## src/rtl/micro_sequencer.sv

```systemverilog
// Microprogram sequencer: walks a combinational microcode ROM and issues one registered control word per cycle.
// Optional 4-deep call/return stack when MSEQ_CALL_STACK_EN is defined; err stays 0 without it.
//
// state  | meaning
// -------+-----------------------------------------------------------
// S_IDLE | waiting for start, no ops issued
// S_RUN  | consuming one ROM word per non-stalled cycle
// S_HALT | one-cycle done pulse after a HALT word, then back to idle
// S_ERR  | stack overflow/underflow; pc frozen until start or reset
module micro_sequencer (
  input  logic        clk,
  input  logic        rst_n,
  input  logic        start,
  input  logic [15:0] start_addr,
  output logic [15:0] reg_out,
  input  logic [1:0]  condition,
  input  logic        BT,
  input  logic [5:0]  OPs,
  input  logic [15:0] jump_addr,
  input  logic        z_flag,
  input  logic        cores_done,
  input  logic        dp_stall,
  output logic [5:0]  ops_out,
  output logic        ops_valid,
  output logic        busy,
  output logic        done,
  output logic        err
);

  typedef enum logic [1:0] {S_IDLE, S_RUN, S_HALT, S_ERR} state_t;

  localparam logic [5:0] OP_HALT = 6'h3F;

  state_t      state;
  state_t      state_nxt;
  logic        cond_sel;
  logic        take_branch;
  logic        consume;
  logic        is_halt;
  logic        load_ops;
  logic        do_pop;
  logic        stack_err;
  logic [15:0] pc_inc;
  logic [15:0] pc_nxt;
  logic [15:0] ret_addr;

  always_comb begin
    cond_sel = 1'b0;
    unique case (condition)
      2'b00: cond_sel = 1'b1;
      2'b01: cond_sel = z_flag;
      2'b10: cond_sel = ~z_flag;
      2'b11: cond_sel = cores_done;
      default: cond_sel = 1'b0;
    endcase
  end

  assign take_branch = BT & cond_sel;
  assign pc_inc      = reg_out + 16'd1;
  assign consume     = (state == S_RUN) & ~dp_stall;
  assign is_halt     = (OPs == OP_HALT);
  assign load_ops    = consume & ~is_halt & ~stack_err;

`ifdef MSEQ_CALL_STACK_EN
  localparam logic [5:0] OP_CALL = 6'h3E;
  localparam logic [5:0] OP_RET  = 6'h3D;

  logic [2:0]  sp;
  logic [2:0]  sp_dec;
  logic [15:0] stack_mem [4];
  logic        do_push;

  // A CALL whose condition fails is just an increment and never touches the stack.
  assign do_push   = consume & BT & (OPs == OP_CALL) & cond_sel;
  assign do_pop    = consume & ~BT & (OPs == OP_RET);
  assign stack_err = (do_push & (sp == 3'd4)) | (do_pop & (sp == 3'd0));
  assign sp_dec    = sp - 3'd1;
  assign ret_addr  = stack_mem[sp_dec[1:0]];

  always_ff @(posedge clk) begin
    if (!rst_n) begin
      sp <= 3'd0;
    end else if (do_push && !stack_err) begin
      sp <= sp + 3'd1;
    end else if (do_pop && !stack_err) begin
      sp <= sp_dec;
    end
  end

  always_ff @(posedge clk) begin
    if (do_push && !stack_err) begin
      stack_mem[sp[1:0]] <= pc_inc;
    end
  end
`else
  assign do_pop    = 1'b0;
  assign stack_err = 1'b0;
  assign ret_addr  = 16'h0000;
`endif

  always_ff @(posedge clk) begin
    if (!rst_n) begin
      state <= S_IDLE;
    end else begin
      state <= state_nxt;
    end
  end

  always_comb begin
    state_nxt = state;
    unique case (state)
      S_IDLE:  if (start) state_nxt = S_RUN;
      S_RUN: begin
        if (consume && is_halt) begin
          state_nxt = S_HALT;
        end else if (stack_err) begin
          state_nxt = S_ERR;
        end
      end
      S_HALT:  state_nxt = S_IDLE;
      S_ERR:   if (start) state_nxt = S_RUN;
      default: state_nxt = S_IDLE;
    endcase
  end

  always_comb begin
    busy = (state == S_RUN);
    done = (state == S_HALT);
`ifdef MSEQ_CALL_STACK_EN
    err  = (state == S_ERR);
`else
    err  = 1'b0;
`endif
  end

  always_comb begin
    pc_nxt = reg_out;
    unique case (state)
      S_IDLE, S_ERR: if (start) pc_nxt = start_addr;
      S_RUN: begin
        if (load_ops) begin
          if (do_pop) begin
            pc_nxt = ret_addr;
          end else if (take_branch) begin
            pc_nxt = jump_addr;
          end else begin
            pc_nxt = pc_inc;
          end
        end
      end
      default: pc_nxt = reg_out;
    endcase
  end

  // ops_out keeps its last value whenever no word is issued.
  always_ff @(posedge clk) begin
    if (!rst_n) begin
      reg_out   <= 16'h0000;
      ops_out   <= 6'h00;
      ops_valid <= 1'b0;
    end else begin
      reg_out   <= pc_nxt;
      ops_valid <= load_ops;
      if (load_ops) begin
        ops_out <= OPs;
      end
    end
  end

endmodule

```

## config.mk

```make
export PLATFORM = sky130hd
export DESIGN_NAME = micro_sequencer
export DESIGN_NICKNAME = d
export VERILOG_FILES = /design/src/rtl/micro_sequencer.sv
export SDC_FILE = /design/constraint.sdc
export NUM_CORES = 1
export LEC_CHECK = 0
export CAP_MARGIN = 20
export CORE_ASPECT_RATIO = 1.5
export CORE_MARGIN = 2
export CORE_UTILIZATION = 42
export DETAILED_ROUTE_END_ITERATION = 10
export PLACE_DENSITY = 0.82
export SYNTH_ARGS = -nofsm -noshare
export SYNTH_HDL_FRONTEND = slang
export SYNTH_SLANG_ARGS = --single-unit
```

## constraint.sdc

```tcl
create_clock -name clk -period 2.25 [get_ports clk]
set_input_delay 0.5625 -clock clk [delete_from_list [all_inputs] [get_ports clk]]
set_output_delay 0.5625 -clock clk [all_outputs]
set_load 0.03 [all_outputs]
```

==> results_dict.tcl <==
set metrics [dict create \
    grt_pass1_wl_mm 8.27 \
    setup.worst_path.end_class "primary output" \
    fin_util_pct 67.2 \
    cts_setup_buffers 0 \
    synth.yosys.seq_area_share_pct 30.3 \
    gp_congestion 0.869 \
    max_freq_mhz 484 \
    async_reset_ff_share_pct 0 \
    crit_type "reg2out" \
    final_max_slew_viol_count 0 \
    dp_cells 314 \
    ios 73 \
    port_buffers 71 \
    initial_core_util_pct 44.5 \
    routed_wl_mm 5.06 \
    switchingPower_uw 815 \
    p_clk_share_pct 14.5 \
    grt_max_degree 16 \
    syn_nets 247 \
    power_frac_seq_pct 33.3 \
    drtPass1Iterations 4 \
    cp_max_fo 4 \
    fill_cells 304 \
    ant_nets 0 \
    yosys_register_bits 25 \
    synth_cell_types 48 \
    cts.path.max_buffers 2 \
    skew_ns 0.00313 \
    final_cell_count_no_fill 318 \
    post-route-drc-count 0 \
    tns_ns 0 \
    peakVddDrop_v 0.000633 \
    hpwl_mm 3.79 \
    cts_tree "built" \
    grt_overflow 0 \
    synth-main-ff-cell "dfxtp_1" \
    drive_gt1_share_pct 11.6 \
    rows 27 \
    nNetsFinal 327 \
    fin_crit_ns 2.06 \
    die_y_um 80.9 \
    leakage_nw 0.989 \
    dieArea_sq_mm 0.00447 \
    drtIter0Drc 65 \
    vias 1795 \
    syn_inst 196 \
    p_per_area_mw_per_mm2 777 \
    syn_to_final_growth_pct 50.9 \
    htree_levels 1 \
    cp-start-kind "flop" \
    first_global_vias 1898 \
    required_ns 1.69 \
    yosysWarnings 0 \
    clock-root-buffer "clkbuf_8" \
    synth.area.top_cells "dfxtp_1 30%, a21oi_1 6.4%, xor2_1 5.3%" \
    yosysTopAreaCell "dfxtp_1" \
    clkLatencyLatePin_ns 0.27 \
    track_usage_pct 22.9 \
    setup_slack_ns 0.186 \
    worstPathArrival_ns 1.50 \
    wl_per_cell_um 15.9 \
    synth.top_cell.area_share_pct 30.3 \
    cts.sinks 25 \
    run_status "finished clean" \
    combPwrFrac_pct 52.3 \
    dpl_worst_slack_ns 0.0268 \
    clkSlewWorstSetupHoldPaths_ns 0.09 \
    syn_area_sq_mm 0.00165 \
    switching_share_pct 42.0 \
    cap_viol_max_count 0 \
    vias_per_cell 5.64 \
    hold_viol_final 0 \
    grt_setup_unrepaired "no" \
    cts_resized 0 \
    p_int_mw 1.12 \
    finalSetupViolCount 0 \
    antenna_found_initial 0 \
    cts_hold_buf 0 \
    avgSynthCellArea_sq_um 8.44 \
    period_share_pct 91.8 \
    die_w_um 55.2 \
    synth_edf_count 0 \
    min_path_type "reg2reg" \
    diodes 0 \
    coreArea_sq_mm 0.00372 \
    cts_buffers 3 \
]
## final cells by class
class | count | area, sq um | share of cell area, %
Multi-Input combinational cell | 152 | 1050 | 42.1
Timing Repair Buffer | 85 | 813 | 32.6
Sequential cell | 25 | 500 | 20.1
Tap cell | 43 | 53.8 | 2.16
Clock buffer | 4 | 45.0 | 1.80
Inverter | 9 | 33.8 | 1.35
## registers in the layout, summed over array words and instances, names as in the netlist
register,flops
state,2
ops_out,6
reg_out,16
ops_valid,1
## synthesized netlist by cell type, types with 2 or more instances
| cell type | instances |
|---|---|
| dfxtp_1 | 25 |
| ha_1 | 4 |
| a21o_1 | 2 |
| o211ai_1 | 3 |
| buf_2 | 2 |
| mux2i_1 | 6 |
| a21oi_1 | 21 |
| xor2_1 | 10 |
| nor2_1 | 20 |
| nand4_1 | 3 |
| o21a_4 | 2 |
| a31oi_1 | 3 |
| nand2_1 | 13 |
| o21ai_0 | 9 |
| or3_1 | 2 |
| buf_4 | 2 |
| xnor2_1 | 2 |
| nand3_1 | 10 |
| o221ai_1 | 5 |
| a211oi_1 | 3 |
| inv_1 | 9 |
| clkbuf_1 | 3 |
| buf_6 | 3 |
| nor2b_1 | 2 |
| nor2b_4 | 2 |
| nor3_1 | 5 |
| a32oi_1 | 4 |
## per-layer routing
metal  track usage (%)  wire length [um]  up-vias
met1              23.6              1870      836
met5                 0                 0        -
met2              44.2              2830       78
met3              4.30               292        7
met4              10.5                57        0
li1                  -                 -      874
## cells in the final DEF (no fill, tap or decap), types with 2 or more instances in the layout
cell	count
a211oi_1	3
a21o_1	2
a21oi_1	21
a31oi_1	3
a32oi_1	4
buf_4	15
clkbuf_8	3
clkdlybuf4s50_1	70
dfxtp_1	25
ha_1	4
inv_1	9
mux2i_1	6
nand2_1	13
nand3_1	10
nand4_1	3
nor2_1	20
nor2b_1	2
nor2b_4	2
nor3_1	5
o211ai_1	3
o21a_4	2
o21ai_0	9
o221ai_1	5
or3_1	2
xnor2_1	2
xor2_1	10
## worst max-delay path: stages (launching register included)
cell and delay [ns]:
dfxtp_1 0.39, inv_1 0.06, ha_1 0.19, clkdlybuf4s50_1 0.59
## through the flow
step | hold slack [ns] | power, mW | area (sq um)
6_report | 0.509 | 1.94 | 2500
3_3_place_gp | 0.483 | 1.64 | 2450
3_5_place_dp | 0.494 | 1.66 | 2450
5_1_grt | 0.548 | 2.06 | 2500
4_1_cts | 0.512 | 1.94 | 2500
2_1_floorplan | 0.515 | 1.26 | 1650
## final timing paths
kind | from | to | slack [ns] | cells after the start
setup / recovery | state[0] | done | 0.19 | 3
hold / removal | reg_out[1] | reg_out[1] | 0.51 | 2
setup reg to reg | state[0] | reg_out[10] | 0.31 | 7
hold reg to reg | reg_out[1] | reg_out[1] | 0.51 | 2
## power by group through the flow
stage	clock, mW	sequential (mW)	combinational (mW)
floorplan	0	0.806	0.458
global placement	0	0.649	0.992
detailed placement	0	0.651	1.00
CTS	0.287	0.641	1.01
global route	0.310	0.662	1.09
finish	0.280	0.645	1.01
## kinds of logic (layout without fill, tap and decap cells)
group                      count (synthesis)  in the layout  share of synthesized area, %
AOI/OAI and AO/OA                         65             65                          29.0
and+or+nand+nor                           63             63                          20.3
DFF                                       25             25                          30.3
buffers and inverters                     19             98                          6.28
xor gates and xnor gates                  12             12                          6.35
muxes                                      7              7                          4.54
adders and majority gates                  4              4                          3.03
other                                      1              1                         0.227
Note: power is estimated with default switching activity, not from simulation.
